File: config.mk
export PLATFORM = sky130hd
export DESIGN_NAME = ring_osc_meter
export DESIGN_NICKNAME = d
export VERILOG_FILES = /design/src/rtl/ring_osc_meter.sv
export SDC_FILE = /design/constraint.sdc
export NUM_CORES = 1
export LEC_CHECK = 0
export ABC_AREA = 1
export CORE_ASPECT_RATIO = 0.7
export CORE_MARGIN = 3
export CORE_UTILIZATION = 40
export CTS_CLUSTER_DIAMETER = 100
export CTS_CLUSTER_SIZE = 16
export DETAILED_ROUTE_END_ITERATION = 6
export SLEW_MARGIN = 10
export SYNTH_ARGS = -nofsm -noshare
export SYNTH_HDL_FRONTEND = slang
export SYNTH_SLANG_ARGS = --single-unit
File: constraint.sdc
create_clock -name clk -period 2.4 [get_ports clk]
set_clock_uncertainty 0.1 [all_clocks]
set_input_delay 0.36 -clock clk [delete_from_list [all_inputs] [get_ports clk]]
set_output_delay 0.36 -clock clk [all_outputs]
set_load 0.005 [all_outputs]
File: src/rtl/ring_osc_meter.sv
// ring_osc_meter: multi-channel ring-oscillator enable and gated edge-count frequency meter
module ring_osc_meter #(
  parameter int N_CH       = 4,
  parameter int CH_W       = 2,
  parameter int CNT_W      = 16,
  parameter int GATE_CYC   = 1024,
  parameter int SETTLE_CYC = 16
) (
  input  logic             clk,
  input  logic             rst,
  input  logic             en,
  input  logic [N_CH-1:0]  osc_in,
  input  logic [CH_W-1:0]  ch_sel,
  input  logic             start,
  input  logic             continuous,
  output logic [N_CH-1:0]  osc_en,
  output logic             busy,
  output logic [CNT_W-1:0] count,
  output logic             count_valid,
  output logic             overflow
);
  localparam int SW = $clog2(SETTLE_CYC);
  localparam int GW = $clog2(GATE_CYC + 1);
  typedef enum logic [1:0] {IDLE, SETTLE, GATE, DONE} state_t;
  state_t           state_q, state_d;
  logic [CH_W-1:0]  sel_q, sel_d, sel_clamp;
  logic             mode_q, mode_d;
  logic [2:0]       sync_q, sync_d;
  logic [SW-1:0]    settle_q, settle_d;
  logic [GW-1:0]    gate_q, gate_d;
  logic [CNT_W-1:0] cnt_q, cnt_d;
  logic             ovf_q, ovf_d;
  logic [N_CH-1:0]  osc_en_q, osc_en_d;
  logic             busy_q, busy_d;
  logic [CNT_W-1:0] count_q, count_d;
  logic             count_valid_q, count_valid_d;
  logic             overflow_q, overflow_d;
  logic             pulse;
  // Two synchroniser stages then one history stage; a rising edge is sync[1] high with sync[2] low.
  assign sync_d = {sync_q[1:0], osc_in[sel_q]};
  assign pulse = sync_q[1] & ~sync_q[2];
  assign sel_clamp = {1'b0, ch_sel} > (CH_W+1)'(N_CH - 1) ? CH_W'(N_CH - 1) : ch_sel;
  // Next-state, counters and registered outputs; en low overrides everything back to IDLE.
  always_comb begin
    state_d = state_q;
    sel_d = sel_q;
    mode_d = mode_q;
    settle_d = settle_q;
    gate_d = gate_q;
    cnt_d = cnt_q;
    ovf_d = ovf_q;
    count_d = count_q;
    overflow_d = overflow_q;
    count_valid_d = 1'b0;
    unique case (state_q)
      IDLE: if (start) begin
        state_d = SETTLE;
        sel_d = sel_clamp;
        mode_d = continuous;
        settle_d = '0;
      end
      SETTLE: begin
        settle_d = settle_q + 1'b1;
        if (settle_q == SW'(SETTLE_CYC - 1)) begin
          state_d = GATE;
          gate_d = '0;
          cnt_d = '0;
          ovf_d = 1'b0;
        end
      end
      GATE: begin
        gate_d = gate_q + 1'b1;
        cnt_d = pulse && cnt_q != '1 ? cnt_q + 1'b1 : cnt_q;
        ovf_d = ovf_q | (pulse & (cnt_q == '1));
        if (gate_q == GW'(GATE_CYC - 1)) state_d = DONE;
      end
      DONE: begin
        count_d = cnt_q;
        overflow_d = ovf_q;
        count_valid_d = 1'b1;
        state_d = mode_q ? GATE : IDLE;
        gate_d = '0;
        // In continuous mode an edge seen during DONE opens the next window rather than being dropped.
        cnt_d = CNT_W'(pulse);
        ovf_d = 1'b0;
      end
      default: state_d = IDLE;
    endcase
    if (!en) begin
      state_d = IDLE;
      count_valid_d = 1'b0;
      count_d = count_q;
      overflow_d = overflow_q;
    end
    busy_d = state_d != IDLE;
    osc_en_d = busy_d ? N_CH'(1) << sel_d : '0;
  end
  // State and output registers with asynchronous clear.
  always_ff @(posedge clk or posedge rst) begin
    if (rst) begin
      state_q <= IDLE;
      sel_q <= '0;
      mode_q <= 1'b0;
      sync_q <= '0;
      settle_q <= '0;
      gate_q <= '0;
      cnt_q <= '0;
      ovf_q <= 1'b0;
      osc_en_q <= '0;
      busy_q <= 1'b0;
      count_q <= '0;
      count_valid_q <= 1'b0;
      overflow_q <= 1'b0;
    end else begin
      state_q <= state_d;
      sel_q <= sel_d;
      mode_q <= mode_d;
      sync_q <= sync_d;
      settle_q <= settle_d;
      gate_q <= gate_d;
      cnt_q <= cnt_d;
      ovf_q <= ovf_d;
      osc_en_q <= osc_en_d;
      busy_q <= busy_d;
      count_q <= count_d;
      count_valid_q <= count_valid_d;
      overflow_q <= overflow_d;
    end
  end
  assign osc_en = osc_en_q;
  assign busy = busy_q;
  assign count = count_q;
  assign count_valid = count_valid_q;
  assign overflow = overflow_q;
endmodule
==> reports/metrics.csv <==
metric;value;unit
die_footprint;0.008800;mm^2
worstPathRequired;2.57;ns
dominantRegCellSynth;sky130_fd_sc_hd__dfrtp_1;
gp_routability_congestion;0.8456;
maximum_vdd_drop;0.0003206;V
placement_rows;26;
yosys.cell_types.count;26;
die_x;110.8;um
io_buffers;33;
synthesis.instances;397;
layout-drive-gt1-share;7.159;%
cp_max_fo;6;
post_cts_buffers;0;
maximum_root_to_sink_buffer_count;2;
critical_path_class;reg -> reg;
num_io_pins;34;
cts_inserted_buffers;9;
drv_slew;0;
postRouteWirelength;7096;um
dr_total_vias;2688;
critPathLaunchType;flip-flop;
synth_async_sr_flop_share;100.0;%
rsz0062_at_grt;no;
grt_usage;17.96;%
synth.cell_area;0.003078;mm^2
postPlaceCellArea;0.003575;mm^2
final.hold.worst_slack;0.2138;ns
max_slew.worst_pin.slew;0.4418;ns
setup_viol_count_final;0;
grt_start_max_net_pins;29;
post-route-min-period;1.895;ns
totalNegativeSetupSlack;0;ns
core;0.007385;mm^2
place_ws;0.4782;ns
nets;457;
power_per_cell_area;576.6;mW/mm^2
post_drt_via_cell_ratio;4.932;
maximum_single_stage_delay_on_the_critical_path;0.44;ns
worst_slack;0.5046;ns
cp_top_family;simple AND/OR/NAND/NOR gates;
yosys-top-cells-area;sky130_fd_sc_hd__dfrtp_1, sky130_fd_sc_hd__nand2_1, sky130_fd_sc_hd__nor2_1;
timing.critical_path.to_type;flip-flop;
status;finished, final reports clean;
layout.cells.non_filler;545;
yosys_register_bits;63;
min-delay-path-class;in -> async;
mappedNetlistNets;411;
grt_antenna_before_repair;0;
drcViolationCount;0;
layout_worst_path_cycle_share;78.97;%
timing.max_cap.violations;0;
netlist.top_cell.by_area;sky130_fd_sc_hd__dfrtp_1;
yosys.cell_count.top_type;sky130_fd_sc_hd__nand2_1;
ctsRootBufferMaster;sky130_fd_sc_hd__clkbuf_8;
cts-htree-levels;3;
synth_sequential_area_ratio;51.22;%
synth-warning-count;0;
yosysTopAreaCellShare;51.22;%
fp.dieH;79.39;um
worst_setup_hold_path_clk_slew;0.07;ns
overflow;0;
met2WireLength;2962;um
insertedDiodeCount;0;
met1Wirelength;3626;um
worst_relative_slew_slack;70.50;%
cts.repair.resized;0;
dpl.cell_count;530;
clk-insertion-delay-late;0.34;ns
final_design_area_no_fill;0.003754;mm^2
achievable-frequency;527.6;MHz
syn2layout_area_growth;21.95;%
antenna_violating_nets_post_route;0;
p_leak;0.001735;uW
synth_enable_flop_cells;0;
timing.critical_path.slowest_stage_cell;sky130_fd_sc_hd__dfrtp_1;
yosys-top-cells-count;sky130_fd_sc_hd__nand2_1, sky130_fd_sc_hd__dfrtp_1, sky130_fd_sc_hd__nor2_1, sky130_fd_sc_hd__inv_1, sky130_fd_sc_hd__o21ai_0;
drtPass1Iterations;4;
met3RoutedLength;420;um
grt_first_pass_wirelength;12510;um
cts.sink_count;63;
worstPathCellList;ha_1, nand2_1, nor2_1, nand3_1, o21ai_0, nand2_1, a21oi_1;
crit_top_cell;sky130_fd_sc_hd__nand2_1;
syn_area_per_cell;7.753;um^2
first_global_vias;2629;
worstPathBufferInverterCount;0;
tritoncts;done;
hpwlAfterDp;5016;um
number_of_buffers_inserted_by_hold_repair_at_cts;0;
final-hold-violation-count;0;
highest_layer;met4;
wire_per_inst;13.02;um
worst-endpoint-arrival;2.06;ns
floorplan.initialDensity;41.68;%
drt-initial-drc-count;162;
[report_power, final]
group	total [uW]	internal, uW	switching [uW]
clock	884	471	413
combinational	156	74.8	81.2
sequential	1120	1100	22.7
[cell families after synthesis]
group	share of synthesized area, %
simple gates	30.85
flops	51.22
compound gates	9.228
buf+inv	5.691
xor+xnor	1.423
fa+ha+maj	1.220
mux	0.3658
[flip-flops by register name, indices dropped and copies added (netlist names), 2 cells and up]
signal,flops
gate_q,11
sync_q,3
sel_q,2
count,16
osc_en,4
state_q,2
settle_q,4
cnt_q,16
[cells in the final DEF (no fill, tap or decap)]
cell type	instances
sky130_fd_sc_hd__o211ai_1	1
sky130_fd_sc_hd__nand2_2	1
sky130_fd_sc_hd__nand2_4	2
sky130_fd_sc_hd__inv_1	35
sky130_fd_sc_hd__nor3_1	1
sky130_fd_sc_hd__nand2_1	144
sky130_fd_sc_hd__nor2_1	43
sky130_fd_sc_hd__o22ai_1	7
sky130_fd_sc_hd__inv_2	2
sky130_fd_sc_hd__bufinv_16	1
sky130_fd_sc_hd__clkbuf_8	9
sky130_fd_sc_hd__a21oi_1	11
sky130_fd_sc_hd__xnor2_1	1
sky130_fd_sc_hd__nand4_1	11
sky130_fd_sc_hd__o21ai_4	1
sky130_fd_sc_hd__buf_4	8
sky130_fd_sc_hd__clkinv_2	2
sky130_fd_sc_hd__o31ai_1	1
sky130_fd_sc_hd__xor2_1	4
sky130_fd_sc_hd__clkdlybuf4s50_1	33
sky130_fd_sc_hd__and3_1	1
sky130_fd_sc_hd__clkbuf_1	2
sky130_fd_sc_hd__a22o_1	1
sky130_fd_sc_hd__clkinvlp_4	1
sky130_fd_sc_hd__buf_12	1
sky130_fd_sc_hd__dfrtp_1	63
sky130_fd_sc_hd__ha_1	3
sky130_fd_sc_hd__nand3_1	24
sky130_fd_sc_hd__nor2_2	3
sky130_fd_sc_hd__mux2_2	1
sky130_fd_sc_hd__o21ai_0	29
[area by class of cell]
cell class,instances,area [um^2]
clock buffers,11,131.4
fillers,728,3631
multi-input cells,290,1326
inverters,37,138.9
repair buffers,42,410.4
clock inverters,4,47.55
flip-flops and latches,63,1577
well taps,98,122.6
[layer usage]
| layer | vias to the layer above | track usage, % |
|---|---|---|
| met1 | 1246 | 24.06 |
| met2 | 65 | 28.09 |
| met3 | 8 | 5.379 |
| li1 | 1369 | - |
| met5 | - | 0 |
| met4 | 0 | 5.904 |
[path summary, 6_finish.rpt]
kind	endpoint	depth (start not counted)	slack, ns	startpoint
max	osc_en[0]	7	0.50	gate_q[0]
min	count[12]	2	0.21	rst
max reg2reg	osc_en[0]	7	0.50	gate_q[0]
min reg2reg	sync_q[1]	0	0.26	sync_q[0]
max in group asynchronous	count[2]	3	1.32	rst
min in group clk	sync_q[1]	0	0.26	sync_q[0]
[through the flow]
step | utilization, % | power [uW]
after global routing | 50.83 | 2264
after detailed placement | 48.41 | 1303
after CTS | 50.83 | 2194
after floorplan | - | 1225
final | 50.83 | 2164
after global placement | 48.41 | 1300
Note: power is estimated with default switching activity, not from simulation.
